**config.mk**
```make
export PLATFORM = sky130hd
export DESIGN_NAME = npc_bpred
export DESIGN_NICKNAME = d
export VERILOG_FILES = /design/src/rtl/npc_pkg.sv /design/src/rtl/npc_btb.sv /design/src/rtl/npc_bpred.sv
export SDC_FILE = /design/constraint.sdc
export NUM_CORES = 2
export LEC_CHECK = 0
export ABC_CLOCK_PERIOD_IN_PS = 86800
export BUFFER_PORTS_ARGS = -buffer_cell sky130_fd_sc_hd__buf_4
export CAP_MARGIN = 40
export CORE_MARGIN = 3
export CORE_UTILIZATION = 50
export DETAILED_ROUTE_END_ITERATION = 8
export GPL_TIMING_DRIVEN = 0
export PLACE_DENSITY_LB_ADDON = 0.25
export SETUP_SLACK_MARGIN = 0.3
export SLEW_MARGIN = 20
export SYNTH_ARGS = -nofsm -noshare
export SYNTH_HDL_FRONTEND = slang
export SYNTH_SLANG_ARGS = --single-unit
```
**constraint.sdc**
```tcl
create_clock -name clk -period 86.8 [get_ports clk]
set_input_delay 17.36 -clock clk [delete_from_list [all_inputs] [get_ports clk]]
set_output_delay 17.36 -clock clk [all_outputs]
set_load 0.005 [all_outputs]
```
**src/rtl/npc_pkg.sv**
```systemverilog
// rtl/npc_pkg.sv - NPCOp encodings, counter constants and saturating counter update
package npc_pkg;

  localparam logic [3:0] NPC_SEQ  = 4'b0000;
  localparam logic [3:0] NPC_BEQ  = 4'b0001;
  localparam logic [3:0] NPC_BNE  = 4'b0010;
  localparam logic [3:0] NPC_BLTZ = 4'b0011;
  localparam logic [3:0] NPC_BLEZ = 4'b0100;
  localparam logic [3:0] NPC_BGTZ = 4'b0101;
  localparam logic [3:0] NPC_BGEZ = 4'b0110;
  localparam logic [3:0] NPC_J    = 4'b0111;
  localparam logic [3:0] NPC_JR   = 4'b1000;

  localparam logic [1:0] CNT_INIT_DEFAULT = 2'b10;
  localparam logic [1:0] CNT_RESET        = 2'b01;
  localparam logic [1:0] CNT_STRONG       = 2'b11;

  function automatic logic [1:0] cnt_sat_update(input logic [1:0] cnt, input logic inc);
    if (inc) begin
      return (cnt == 2'b11) ? cnt : cnt + 2'd1;
    end
    return (cnt == 2'b00) ? cnt : cnt - 2'd1;
  endfunction

endpackage

```
**src/rtl/npc_btb.sv**
```systemverilog
// rtl/npc_btb.sv - direct-mapped BTB with 2-bit counters, one lookup and one update port
module npc_btb
  import npc_pkg::*;
#(
  parameter int          ADDR_W      = 32,
  parameter int          BTB_ENTRIES = 16,
  parameter logic [1:0]  CNT_INIT    = CNT_INIT_DEFAULT
) (
  input  logic              clk,
  input  logic              rst,
  input  logic [ADDR_W-1:0] lk_pc,
  output logic              lk_taken,
  output logic [ADDR_W-1:0] lk_target,
  input  logic              upd_en,
  input  logic [ADDR_W-1:0] upd_pc,
  input  logic              upd_taken,
  input  logic              upd_jump,
  input  logic [ADDR_W-1:0] upd_target,
  input  logic              inv_en
);

  localparam int IDX_W = $clog2(BTB_ENTRIES);
  localparam int TAG_W = ADDR_W - IDX_W - 2;

  logic [BTB_ENTRIES-1:0]             valid_q, valid_d;
  logic [BTB_ENTRIES-1:0][TAG_W-1:0]  tag_q, tag_d;
  logic [BTB_ENTRIES-1:0][ADDR_W-1:0] target_q, target_d;
  logic [BTB_ENTRIES-1:0][1:0]        cnt_q, cnt_d;

  logic [IDX_W-1:0] lk_idx, up_idx;
  logic [TAG_W-1:0] lk_tag, up_tag;
  logic             lk_hit, up_hit;
  logic             unused_pc_lsbs;

  assign lk_idx = lk_pc[IDX_W+1:2];
  assign lk_tag = lk_pc[ADDR_W-1:IDX_W+2];
  assign up_idx = upd_pc[IDX_W+1:2];
  assign up_tag = upd_pc[ADDR_W-1:IDX_W+2];
  assign unused_pc_lsbs = ^{lk_pc[1:0], upd_pc[1:0]};

  // Lookup reads registered state only, so a same-cycle write is not forwarded.
  assign lk_hit    = valid_q[lk_idx] && (tag_q[lk_idx] == lk_tag);
  assign lk_taken  = lk_hit && cnt_q[lk_idx][1];
  assign lk_target = target_q[lk_idx];
  assign up_hit    = valid_q[up_idx] && (tag_q[up_idx] == up_tag);

  always_comb begin
    valid_d  = valid_q;
    tag_d    = tag_q;
    target_d = target_q;
    cnt_d    = cnt_q;
    if (upd_en) begin
      if (up_hit) begin
        cnt_d[up_idx]    = cnt_sat_update(cnt_q[up_idx], upd_taken);
        target_d[up_idx] = upd_target;
      end else if (upd_taken) begin
        valid_d[up_idx]  = 1'b1;
        tag_d[up_idx]    = up_tag;
        target_d[up_idx] = upd_target;
        cnt_d[up_idx]    = upd_jump ? CNT_STRONG : CNT_INIT;
      end
    end else if (inv_en && up_hit && cnt_q[up_idx][1]) begin
      // A non-control op hitting a taken entry is an alias; drop it.
      valid_d[up_idx] = 1'b0;
    end
  end

  always_ff @(posedge clk or posedge rst) begin
    if (rst) begin
      valid_q  <= '0;
      tag_q    <= '0;
      target_q <= '0;
      cnt_q    <= {BTB_ENTRIES{CNT_RESET}};
    end else begin
      valid_q  <= valid_d;
      tag_q    <= tag_d;
      target_q <= target_d;
      cnt_q    <= cnt_d;
    end
  end

endmodule

```
**src/rtl/npc_bpred.sv**
```systemverilog
// rtl/npc_bpred.sv - fetch PC register, BTB prediction and EX-stage branch resolution
module npc_bpred
  import npc_pkg::*;
#(
  parameter int                ADDR_W      = 32,
  parameter int                BTB_ENTRIES = 16,
  parameter logic [ADDR_W-1:0] RESET_PC    = 32'h0000_3000,
  parameter logic [1:0]        CNT_INIT    = CNT_INIT_DEFAULT
) (
  input  logic              clk,
  input  logic              rst,
  input  logic              stall,
  output logic [ADDR_W-1:0] if_pc,
  output logic              if_pred_taken,
  output logic [ADDR_W-1:0] if_pred_target,
  input  logic              ex_valid,
  input  logic [ADDR_W-1:0] ex_pc,
  input  logic [3:0]        ex_npcop,
  input  logic [ADDR_W-1:0] ex_imm,
  input  logic [ADDR_W-1:0] ex_rs,
  input  logic [ADDR_W-1:0] ex_rt,
  input  logic [ADDR_W-1:0] ex_jreg,
  input  logic [ADDR_W-1:0] ex_pred_target,
  output logic              redirect,
  output logic [ADDR_W-1:0] redirect_pc,
  output logic              branch_occur,
  output logic              isjump,
  output logic [31:0]       perf_branches,
  output logic [31:0]       perf_mispred
);

  localparam logic [31:0] PERF_MAX = 32'hFFFF_FFFF;

  logic [ADDR_W-1:0] pc_q, pc_d;
  logic [31:0]       perf_branches_q, perf_branches_d;
  logic [31:0]       perf_mispred_q, perf_mispred_d;

  logic              btb_taken;
  logic [ADDR_W-1:0] btb_target;
  logic [ADDR_W-1:0] seq, imm_sext, boff, jtgt, res_target, actual_next;
  logic              eq, neg, zero;
  logic              is_cond, is_jump, cond_taken;
  logic              unused_imm_hi;

  assign if_pc          = pc_q;
  assign if_pred_taken  = btb_taken;
  assign if_pred_target = btb_taken ? btb_target : pc_q + ADDR_W'(4);

  assign seq      = ex_pc + ADDR_W'(4);
  assign imm_sext = {{(ADDR_W-16){ex_imm[15]}}, ex_imm[15:0]};
  assign boff     = seq + (imm_sext << 2);
  assign jtgt     = {seq[ADDR_W-1:28], ex_imm[25:0], 2'b00};
  assign eq       = (ex_rs == ex_rt);
  assign neg      = ex_rs[ADDR_W-1];
  assign zero     = (ex_rs == '0);
  assign unused_imm_hi = ^ex_imm[ADDR_W-1:26];

  always_comb begin
    is_cond    = 1'b0;
    is_jump    = 1'b0;
    cond_taken = 1'b0;
    res_target = seq;
    unique case (ex_npcop)
      NPC_BEQ:  begin is_cond = 1'b1; cond_taken = eq;            res_target = boff; end
      NPC_BNE:  begin is_cond = 1'b1; cond_taken = !eq;           res_target = boff; end
      NPC_BLTZ: begin is_cond = 1'b1; cond_taken = neg;           res_target = boff; end
      NPC_BLEZ: begin is_cond = 1'b1; cond_taken = neg || zero;   res_target = boff; end
      NPC_BGTZ: begin is_cond = 1'b1; cond_taken = !neg && !zero; res_target = boff; end
      NPC_BGEZ: begin is_cond = 1'b1; cond_taken = !neg;          res_target = boff; end
      NPC_J:    begin is_jump = 1'b1; res_target = jtgt;    end
      NPC_JR:   begin is_jump = 1'b1; res_target = ex_jreg; end
      default:  ;
    endcase
  end

  assign actual_next  = (cond_taken || is_jump) ? res_target : seq;
  assign redirect     = ex_valid && (actual_next != ex_pred_target);
  assign redirect_pc  = actual_next;
  assign branch_occur = ex_valid && cond_taken;
  assign isjump       = ex_valid && is_jump;

  // jalr targets are register-dependent, so they never train the BTB.
  npc_btb #(
    .ADDR_W      (ADDR_W),
    .BTB_ENTRIES (BTB_ENTRIES),
    .CNT_INIT    (CNT_INIT)
  ) u_btb (
    .clk        (clk),
    .rst        (rst),
    .lk_pc      (pc_q),
    .lk_taken   (btb_taken),
    .lk_target  (btb_target),
    .upd_en     (ex_valid && (is_cond || (ex_npcop == NPC_J))),
    .upd_pc     (ex_pc),
    .upd_taken  (cond_taken || is_jump),
    .upd_jump   (ex_npcop == NPC_J),
    .upd_target (res_target),
    .inv_en     (ex_valid && !is_cond && !is_jump)
  );

  always_comb begin
    pc_d            = pc_q;
    perf_branches_d = perf_branches_q;
    perf_mispred_d  = perf_mispred_q;
    if (redirect) begin
      pc_d = redirect_pc;
    end else if (!stall) begin
      pc_d = if_pred_target;
    end
    if (ex_valid && (is_cond || is_jump) && (perf_branches_q != PERF_MAX)) begin
      perf_branches_d = perf_branches_q + 32'd1;
    end
    if (redirect && (perf_mispred_q != PERF_MAX)) begin
      perf_mispred_d = perf_mispred_q + 32'd1;
    end
  end

  always_ff @(posedge clk or posedge rst) begin
    if (rst) begin
      pc_q            <= RESET_PC;
      perf_branches_q <= '0;
      perf_mispred_q  <= '0;
    end else begin
      pc_q            <= pc_d;
      perf_branches_q <= perf_branches_d;
      perf_mispred_q  <= perf_mispred_d;
    end
  end

  assign perf_branches = perf_branches_q;
  assign perf_mispred  = perf_mispred_q;

endmodule
```
==> metrics <==
status=finished, final reports clean; layout filler cell count=9194; row cnt=~120; clock latency on the worst-skew pair=between 0.7 and 0.8 ns; power density over the cells=22.0 nW/µm²; CTS tree=yes; Max Root-Sink Buffers=3; worst reg2reg endpoint=if_pc[4]; crit path launch type=primary input; yosys warns=0; flop2flop setup slack=80.14 ns; synthesized area per cell=between 10 and 15 µm²; initial antenna violation count=9; total negative slack=0 ns; Mapped Area=57600 µm²; Post-Layout Cell Count=between 7000 and 8000; largest net degree at the start of global routing=107; vias per cell=around 6.7; # placed instances=6880; first-pass detailed-route iteration total=7; root buf cell=clkbuf_16; commonest non-fill, non-tap cells in the layout=dfrtp_1, nand2_1, o21ai_0; area grow syn2layout=16.6%; Worst EP required=69.44 ns; post_cts resized=0; fin crit period=between 40 and 50 ns; Final period util=about half; DRC viols=0; H-tree Lvls=3; fmax=around 0.024 GHz; Slew headroom=32.5%; Setup Crit Path Kind=in2out; antenna viol nets, final=0; Final #Nets=5761; final hold violation count=0; final setup violation count=0; share of layout cells above drive strength 1=about 30%; I/O pin total=364; port buffer count=347; #FFs+latches synth=1072; die area=119000 µm²; Clock Skews=between 0.04 and 0.05 ns; Top FF cell, synth=dfrtp_1; Crit. End Element=output pin; Die X=between 300 and 400 µm; Vias=47605; most common cell after layout, fill and taps aside=dfrtp_1; Hold Crit Depth=2; max_cap viols=0; Hold Path End=u_btb.target_q[208]; Max IR drop VDD=0.0196 mV; worst path arrival time=24.75 ns; CTS Hold Bufs=0; per-cell routed wire length=32.9 µm; reg2reg path depth=15; DP Wirelength=between 150000 and 200000 µm; dpl cell area=63100 µm²; GPL Wtd Cong=1.04; GRT Overall Usage=38.6%; worst slew pin tran=slightly above 1 ns; Mapped Nets=5203; register area share after synthesis=roughly 47%; Synth area leader=dfrtp_1; Num CTS Buffers=113; initial drt markers=5798; R2R Path Start=if_pc[3]; Slew Viols, Final=0; Async SR Flop Fraction=100%; ranking of synthesized cells by area=dfrtp_1, mux4_2, mux2_2, o21ai_0, nand2_1; post-route cell area=67100 µm²; crit path max fanout=10; leakage=29.7 nW; clock-pin transition on the worst setup and hold timing paths=0.06 ns; HP Class=reg2reg; Core ar.=113000 µm²; RSZ-0062 raised after global routing=no; gr ovfl total=0; final WL=around 230000 µm; vias in the first global route=46634; post-CTS setup buffer count=0; Synth top area share=45.8%; first-pass GRT wire length=334000 µm; Syn Inst Count=4960; Post-synth EDFFs=0; Yosys cell types=97; die extent in y=345 µm; crit path launch=ex_pc[2]; Clock Sinks=between 1000 and 1500; Worst Hold Launch=u_btb.target_q[208]; Starting Density=50.8%
[worst max-delay path: stages]
cell and delay, ns:
buf_4 0.14, buf_6 0.13, buf_6 0.25, buf_4 0.36, buf_4 0.39, nand2_1 0.17, nor4_1 0.35, xor2_1 0.81
ha_1 0.41, a21o_1 0.21, a31oi_1 0.39, o31a_1 0.39, a21boi_0 0.16, or3_1 0.38, a31oi_2 0.66, xnor2_1 0.12
a2111oi_0 0.35, o2111ai_1 0.20, or4_4 0.51, nand2_2 0.28, buf_6 0.25, buf_4 0.22, inv_1 0.06, buf_4 0.13
[worst max-delay path by stage]
stage / to / slack, ns
6_report: redirect / 44.69
5_1_grt: redirect / 44.59
4_1_cts: redirect / 44.80
3_5_place_dp: redirect / 44.86
3_3_place_gp: u_btb.tag_q[45] / 27.52
2_1_floorplan: asynchronous set/reset pin / 39.29
[layer usage]
layer / part of all wire, % / track usage (%) / up-vias
met5: 0.029 / 0 / -
met4: 8.2 / 25.4 / 12
met3: 12 / 13.4 / 873
met2: 44 / 56.6 / 3288
met1: 36 / 48.7 / 24218
li1: - / - / 19214
[per-stage QoR]
stage,utilization [%],total power (W),worst slack (ns),hold slack [ns]
2_1_floorplan,-,0.000802,39.29,0.441
3_5_place_dp,55.6,0.000965,44.86,0.465
4_1_cts,59.0,0.00146,44.80,0.478
6_report,59.2,0.00148,44.69,0.475
5_1_grt,59.2,0.00152,44.59,0.487
3_3_place_gp,54.7,0.000949,27.52,0.455
[kinds of logic after synthesis]
group	share of synthesized area, %
simple gates	11.0
xor+xnor	3.61
mux	25.4
compound gates	8.81
buf+inv	3.55
flops	46.6
fa+ha+maj	0.982
[registers in the layout (all words and copies together), names as in the netlist, named ones only]
register,cells
perf_mispred,32
u_btb.target_q,512
u_btb.tag_q,416
perf_branches,32
if_pc,32
u_btb.cnt_q,32
[cell usage after synthesis, types with 8 or more instances]
cell type,count
dfrtp_1,1054
nand2_1,793
o21ai_0,632
mux4_2,436
mux2_2,382
clkbuf_1,234
xnor2_1,166
nor2_1,150
buf_2,118
nand3_1,91
nand4_1,72
xor2_1,67
a21oi_1,62
inv_1,51
and3_1,42
ha_1,42
buf_1,37
a31oi_1,33
nor3_1,33
nor3b_1,31
nor4_1,30
mux2i_1,26
nand2b_1,25
or2_2,23
mux2_1,22
buf_4,21
or3_1,20
dfstp_2,18
and2_1,15
a21o_1,14
o211ai_1,14
a211oi_1,10
a221oi_1,10
nand3_2,10
a22o_1,9
a22oi_1,9
a211o_1,8
[layout make-up]
class                           instances  area [µm²]  area share [%]
Sequential cell                      1072       26800            40.0
Antenna cell                            5        12.5          0.0186
Multi-Input combinational cell       3417       28700            42.8
Inverter                               54         210           0.313
Clock buffer                          160        3240            4.83
Timing Repair Buffer                  443        3770            5.62
Clock inverter                         52         586           0.872
Tap cell                             1500        1880            2.80
Buffer                                417        1870            2.79
[power breakdown]
part | switching [W] | internal, W
clock network | 0.000217 | 0.000285
logic | 0.000219 | 0.000156
registers | 0.0000457 | 0.000554
No activity file was read; power rests on OpenSTA's default activity.
